File: src/rtl/serial_to_byte.sv
// serial_to_byte: serial-to-parallel frame assembler with a valid/ready output.
//
// Bits arrive LSB first on bit_in/bit_valid. Bit k of a frame lands in data bit k.
// When a frame completes, it is loaded into the output register. If that register is
// still held by the consumer, the frame is parked in a hold register instead. The block
// then stops taking bits (PENDING) until the consumer drains the output.
//
// Optional feature: define PARITY_CHECK_EN to extend each frame with a trailing
// even-parity bit. out_err is then the XOR of all WIDTH+1 received bits. Without the
// macro, frames are WIDTH bits and out_err is tied to 0.

module serial_to_byte #(
    parameter int unsigned WIDTH = 8
) (
    input  logic             clk,
    input  logic             rst,
    input  logic             bit_valid,
    input  logic             bit_in,
    output logic             bit_ready,
    output logic             out_valid,
    input  logic             out_ready,
    output logic [WIDTH-1:0] out_data,
    output logic             out_err,
    output logic [7:0]       frame_cnt
);

`ifdef PARITY_CHECK_EN
    // Data bits plus one trailing parity bit; every data bit goes through the shifter.
    localparam int unsigned FrameBits = WIDTH + 1;
    localparam int unsigned ShiftW    = WIDTH;
`else
    // The final data bit is taken straight from bit_in, so the shifter holds WIDTH-1 bits.
    localparam int unsigned FrameBits = WIDTH;
    localparam int unsigned ShiftW    = WIDTH - 1;
`endif

    localparam int unsigned   CntW    = $clog2(FrameBits);
    localparam logic [CntW-1:0] LastIdx = CntW'(FrameBits - 1);

    typedef enum logic [0:0] {
        StShift,
        StPending
    } state_e;

    state_e              state_q;
    logic [CntW-1:0]     cnt_q;
    logic [ShiftW-1:0]   shift_q;
    logic [ShiftW-1:0]   shift_d;
    logic [WIDTH-1:0]    hold_data_q;
    logic                hold_err_q;
    logic                out_valid_q;
    logic [WIDTH-1:0]    out_data_q;
    logic                out_err_q;
    logic [7:0]          frame_cnt_q;
`ifdef PARITY_CHECK_EN
    logic                par_q;
`endif

    logic                accept;
    logic                last_bit;
    logic                drain;
    logic [WIDTH-1:0]    frame_data;
    logic                frame_err;

    assign bit_ready = (state_q == StShift);
    assign accept    = bit_valid && bit_ready;
    assign last_bit  = accept && (cnt_q == LastIdx);
    assign drain     = out_valid_q && out_ready;

    // Right shifter: new bits enter at the top, so after all data bits bit k sits at index k.
    always_comb begin
        shift_d             = shift_q >> 1;
        shift_d[ShiftW-1]   = bit_in;
    end

    // Completed frame as it would be loaded on the edge that accepts the final bit.
    always_comb begin
`ifdef PARITY_CHECK_EN
        frame_data = shift_q;
        frame_err  = par_q ^ bit_in;
`else
        frame_data = {bit_in, shift_q};
        frame_err  = 1'b0;
`endif
    end

    // Bit collection, output register, hold register and frame counter in one FSM.
    always_ff @(posedge clk) begin
        if (rst) begin
            state_q     <= StShift;
            cnt_q       <= '0;
            shift_q     <= '0;
            hold_data_q <= '0;
            hold_err_q  <= 1'b0;
            out_valid_q <= 1'b0;
            out_data_q  <= '0;
            out_err_q   <= 1'b0;
            frame_cnt_q <= '0;
`ifdef PARITY_CHECK_EN
            par_q       <= 1'b0;
`endif
        end else begin
            // Bit counter and shifter advance only on accepted non-final bits.
            if (accept) begin
                if (last_bit) begin
                    cnt_q <= '0;
`ifdef PARITY_CHECK_EN
                    par_q <= 1'b0;
`endif
                end else begin
                    cnt_q   <= cnt_q + 1'b1;
                    shift_q <= shift_d;
`ifdef PARITY_CHECK_EN
                    par_q   <= par_q ^ bit_in;
`endif
                end
            end

            unique case (state_q)
                StShift: begin
                    if (last_bit && (!out_valid_q || out_ready)) begin
                        // Output free or being drained this edge: load directly.
                        out_data_q  <= frame_data;
                        out_err_q   <= frame_err;
                        out_valid_q <= 1'b1;
                    end else if (last_bit) begin
                        // Consumer stalled: park the frame and stop taking bits.
                        hold_data_q <= frame_data;
                        hold_err_q  <= frame_err;
                        state_q     <= StPending;
                    end else if (drain) begin
                        out_valid_q <= 1'b0;
                    end
                end
                StPending: begin
                    // out_valid is always 1 here; a drain swaps in the parked frame.
                    if (drain) begin
                        out_data_q  <= hold_data_q;
                        out_err_q   <= hold_err_q;
                        out_valid_q <= 1'b1;
                        state_q     <= StShift;
                    end
                end
                default: begin
                    state_q <= StShift;
                end
            endcase

            if (drain) begin
                frame_cnt_q <= frame_cnt_q + 8'd1;
            end
        end
    end

    assign out_valid = out_valid_q;
    assign out_data  = out_data_q;
    assign out_err   = out_err_q;
    assign frame_cnt = frame_cnt_q;

`ifndef SYNTHESIS
    // A parked frame implies the output register is occupied.
    pending_implies_valid: assert property (
        @(posedge clk) disable iff (rst) (state_q == StPending) |-> out_valid_q
    );

    // The bit counter never runs past the final frame bit.
    cnt_in_range: assert property (
        @(posedge clk) disable iff (rst) cnt_q <= LastIdx
    );
`endif

endmodule

File: config.mk
export PLATFORM = sky130hd
export DESIGN_NAME = serial_to_byte
export DESIGN_NICKNAME = d
export VERILOG_FILES = /design/src/rtl/serial_to_byte.sv
export SDC_FILE = /design/constraint.sdc
export NUM_CORES = 1
export LEC_CHECK = 0
export ABC_AREA = 1
export BUFFER_PORTS_ARGS = -buffer_cell sky130_fd_sc_hd__clkbuf_2
export CORE_UTILIZATION = 60
export DETAILED_ROUTE_END_ITERATION = 7
export GPL_ROUTABILITY_DRIVEN = 0
export PLACE_DENSITY = 0.83
export SYNTH_ARGS = -nofsm -noshare
export SYNTH_HDL_FRONTEND = slang
export SYNTH_SLANG_ARGS = --single-unit
File: constraint.sdc
create_clock -name clk -period 3.2 [get_ports clk]
set_input_delay 0.32 -clock clk [delete_from_list [all_inputs] [get_ports clk]]
set_output_delay 0.32 -clock clk [all_outputs]
set_load 0.005 [all_outputs]
Word level (Yosys, flattened, before mapping)
Index checks and enable logic that the tools add are counted.
Widths: inputs -> output; s select.
{"block": "totals", "latch_bits": 0, "out_inout_bits": 19, "elab_cells": 43, "romBits": 0, "memories": 0, "reg_bits": 37, "mem_bits_rw": 0}
{"block": "classes", "multipliers": 0, "bitwise": 3, "n_shift": 0, "addsub": 2, "muxes": 15, "magnitude_cmp": 0, "n_reduce_logical": 10, "n_div": 0, "eq_ne": 5}
{"cell": "$mux 8", "n": 2}
{"cell": "$pmux 8 s2", "n": 1}
{"cell": "$add 8x1->8 const B", "n": 1}
{"cell": "$mux 1", "n": 8}
{"cell": "$pmux 1 s2", "n": 3}
{"cell": "$reduce_and 3->1", "n": 2}
{"cell": "$logic_and 1x1->1", "n": 4}
{"cell": "$ne 2x1->1 const B", "n": 2}
{"cell": "$reduce_and 2->1", "n": 2}
{"cell": "$add 3x1->3 const B", "n": 1}
{"cell": "$eq 3x3->1 const B", "n": 1}
{"cell": "$mux 3", "n": 1}
{"cell": "$ne 3x1->1 const B", "n": 1}
{"cell": "$ne 3x2->1 const B", "n": 1}
{"cell": "$not 1->1", "n": 3}
{"cell": "$logic_not 1->1", "n": 1}
{"cell": "$logic_or 1x1->1", "n": 1}

Longest topological paths before layout
{"block": "logic_depth", "ltp_word": 6, "depth_mapped": 8, "ltp_nobuf": 7}

Least setup slack after synthesis
OpenSTA, ideal clock, no wires.
{"block": "synth_path", "path_kind": "reg2reg", "from": "register cnt_q[0]", "to": "register out_data_q[0], in the netlist out_data[0]", "setup_ps": 115, "period_less_slack_ps": 1328, "t_required_ps": 3085, "setup_slack_ps": 1872, "stages_incl_launch_ff": 8, "arrival_time_ps": 1213, "cell_sequence": "dfxtp_1 > ha_1 > ha_1 > nand3_2 > nand2_4 > buf_6 > a21oi_1 > nor2_1"}
{"block": "synth_via", "elab_chain_cells": 5}
{"element": "from (decl)", "line_no": "46", "rtl": "logic [CntW-1:0] cnt_q;"}
{"element": "from (signal assigned)", "line_no": "111", "rtl": "cnt_q <= cnt_q + 1'b1;"}
{"element": "$eq 3x3->1", "line_no": "67", "rtl": "assign last_bit = accept && (cnt_q == LastIdx);"}
{"element": "$logic_and 1x1->1", "line_no": "67"}
{"element": "$logic_and 1x1->1", "line_no": "121", "rtl": "if (last_bit && (!out_valid_q || out_ready)) begin"}
{"element": "$ne 2x1->1 (no source line)"}
{"element": "$reduce_and 2->1 (no source line)"}
{"element": "to (signal assigned)", "line_no": "123", "rtl": "out_data_q <= frame_data;"}
{"element": "to (signal assigned)", "line_no": "138", "rtl": "out_data_q <= hold_data_q;"}
{"element": "to (decl)", "line_no": "52", "rtl": "logic [WIDTH-1:0] out_data_q;"}
Every way passes these cells.
A chain may end at the register's enable or synchronous reset.

Final worst setup path
{"block": "layout_path", "from": "register state_q", "to": "output bit_ready"}
{"block": "layout_via", "elab_chain_cells": 1}
{"element": "from (decl)", "line_no": "45", "rtl": "state_e state_q;"}
{"element": "from (signal assigned)", "line_no": "90", "rtl": "state_q <= StShift;"}
{"element": "from (signal assigned)", "line_no": "130", "rtl": "state_q <= StPending;"}
{"element": "from (signal assigned)", "line_no": "141", "rtl": "state_q <= StShift;"}
{"element": "$not 1->1 (no source line)"}
{"element": "to (decl)", "line_no": "19", "rtl": "output logic bit_ready,"}
Every way passes these cells.

==> reports/metrics.yaml <==
die:
  die_y_microns: 54.6
  coreArea_sq_um: 2540
  num_rows: 18
  die-area_sq_um: 2980
  initial_utilization_pct: 65.2
  die_x_microns: 54.6
  ios: 24
logic_synthesis:
  synthDistinctLibCells: 23
  syn_avg_cell_area_sq_um: 7.03
  syn_inst: 236
  ys_ff_latch: 36
  syn-cell-area_sq_um: 1660
  yosys_warnings: 0
  syn_nets: 244
  ys_seq_area_share_pct: 43.4
drt:
  via_count: 1455
  via_per_inst: 5.09
  wire_per_inst_microns: 10.4
  firstDrtPassIters: 4
  ant_nets: 0
  post-route-drc-count: 0
  drt_iter0_drc: 21
  routed_wl_mm: 2.98
worst_setup_path:
  crit_arrival_ns: 1.44
  slowest_stage: "dfxtp_1"
  path_max_fanout: 20
  cp_cell_sequence: "inv_1 > clkbuf_2"
  reg2reg_depth: 5
  r2r_start: "state_q$_SDFF_PP0_"
  cp.required_ns: 2.88
  start_kind: "register"
  r2r_setup_slack_ns: 1.53
  end_kind: "output port"
  criticalPathCategory: "register to output port"
  r2r_end: "out_data[4]$_SDFFE_PP0P_"
  cp_slowest_stage_delay_ns: 0.81
clock_network:
  htree_levels: 2
  cts_tree: "built"
  ctsResizeCount: 0
  cts_max_path_buffers: 2
  cts_setup_buffers: 0
  clock-root-buffer: "clkbuf_4"
  hold_buffers: 0
  worstSkewPairLatency_ns: 0.34
  cts-buffers-inserted: 5
  clkSlewWorstSetupHoldPaths_ns: 0.10
  cts.sinks: 36
placed_design:
  io_buffers: 22
  hpwlAfterDp_mm: 2.06
finish:
  area_growth_pct: 8.75
  num-fill-cells: 232
  final_util_pct: 70.9
  final_nets: 264
  antenna_cells: 0
  drive_gt1_share_pct: 15.2
power_and_ir_drop:
  powerDensity_nw_per_um2: 426
  p_sw_uw: 176
  leakage_uw: 0.000938
  swShare_pct: 22.8
  peakVddDrop_uv: 425
  p_comb_share_pct: 5.2
  clkPwrFrac_pct: 34.9
  p_seq_share_pct: 59.9
  p_int_uw: 594
sta:
  drv_slew: 0
  setup_viol: 0
  timing.setup.tns_ns: 0
  rsz0062_at_grt: "false"
  relSlewSlack_pct: 44.1
  fin_crit_sh_pct: 55.1
  min_period_ns: 1.76
  hold_viol: 0
  fmax_ghz: 0.567
  worstMarginPinSlew_ns: 0.837
  skew_ns: 0.00812
worst_hold_path:
  worst_hold_path.num_cells: 2
  min_from: "rst"
  hold_path.class: "input port to register"
  holdPathEnd: "state_q$_SDFF_PP0_"
outcome:
  run_status: "completed"
global_route:
  grt_pass1_wl_mm: 4.84
  grt_max_degree: 34
  track_usage_pct: 23.2
  antenna_found_initial: 0
  first_global_vias: 1131
  overflow: 0
run:
  maxCapViolCount: 0
-- power by group through the flow --
stage	logic, uW	clock network, uW	registers (uW)
3_5_place_dp	40.2	0	471
2_1_floorplan	31.6	0	470
5_1_grt	47.7	293	462
6_report	40.1	268	461
4_1_cts	40.5	273	461
3_3_place_gp	38.8	0	471
-- cell type report --
| cell class | instances | area (sq um) | share of cell area [%] |
|---|---|---|---|
| multi-input cells | 157 | 743 | 41.2 |
| flip-flops and latches | 36 | 721 | 39.9 |
| inverters | 34 | 128 | 7.07 |
| repair buffers | 22 | 110 | 6.10 |
| clock buffers | 7 | 65.1 | 3.61 |
| well taps | 30 | 37.5 | 2.08 |
-- worst max-delay path by stage --
stage	from	end	slack, ns	depth (start not counted)
4_1_cts	state_q$_SDFF_PP0_	bit_ready	1.43	2
6_report	state_q$_SDFF_PP0_	bit_ready	1.44	2
5_1_grt	state_q$_SDFF_PP0_	bit_ready	1.33	2
3_3_place_gp	state_q$_SDFF_PP0_	out_data[7]$_SDFFE_PP0P_	1.59	5
3_5_place_dp	state_q$_SDFF_PP0_	out_data[4]$_SDFFE_PP0P_	1.55	5
2_1_floorplan	cnt_q[0]$_SDFFE_PP0P_	out_data[0]$_SDFFE_PP0P_	1.87	7
-- worst max-delay path: cells and delay by family, from the launching register on --
family                 cells  cell delay (ns)
buffers and inverters      2             0.30
DFF                        1             0.81
-- logic make-up after synthesis --
logic type	synth area share, %
fa+ha+maj	2.26
buf+inv	11.8
other cells	0.226
simple gates	29.4
compound gates	12.9
flops	43.4
-- cell usage after synthesis, drive strengths merged --
cell | instances | share of area [%]
nand3 | 12 | 3.9
ha | 3 | 2.3
clkbuf | 2 | 0.45
dfxtp | 36 | 43
nor2 | 58 | 15
nand2 | 39 | 10
a21oi | 22 | 6.9
o21ai | 20 | 6.0
inv | 34 | 7.7
buf | 7 | 3.6
nand4 | 2 | 0.75
conb | 1 | 0.23
-- flip-flops by register name, summed over array words and instances, names as in the netlist --
| register | cells |
|---|---|
| frame_cnt | 8 |
| hold_data_q | 8 |
| out_data | 8 |
| shift_q | 7 |
| cnt_q | 3 |
| out_valid | 1 |
| state_q | 1 |
-- metrics by stage --
step | area (sq um) | cells | power, uW | worst slack [ns] | hold slack [ns]
global placement | 1740 | 279 | 510 | 1.59 | 0.460
CTS | 1800 | 286 | 774 | 1.43 | 0.170
detailed placement | 1740 | 279 | 511 | 1.55 | 0.465
finish | 1800 | 286 | 769 | 1.44 | 0.176
global route | 1800 | 286 | 803 | 1.33 | 0.164
floorplan | 1660 | 236 | 501 | 1.87 | 0.382
-- cells in the final DEF, fill, tap and decap left out --
master / instances
a21oi_1: 21
a21oi_2: 1
clkbuf_2: 22
clkbuf_4: 5
clkbuf_8: 2
conb_1: 1
dfxtp_1: 36
ha_1: 3
inv_1: 33
inv_2: 1
nand2_1: 35
nand2_2: 2
nand2_4: 2
nand3_1: 11
nand3_2: 1
nand4_1: 2
nor2_1: 55
nor2_2: 1
nor2_4: 1
nor2_8: 1
o21ai_0: 18
o21ai_1: 2
-- metal layers --
| layer | global-route usage [%] | vias to the layer above | share of wire [%] |
|---|---|---|---|
| li1 | - | 771 | - |
| met1 | 29.6 | 652 | 50 |
| met2 | 35.7 | 26 | 44 |
| met3 | 8.33 | 6 | 4.5 |
| met4 | 7.69 | 0 | 1.6 |
| met5 | 0 | - | 0 |
Note: power is estimated with default switching activity, not from simulation.
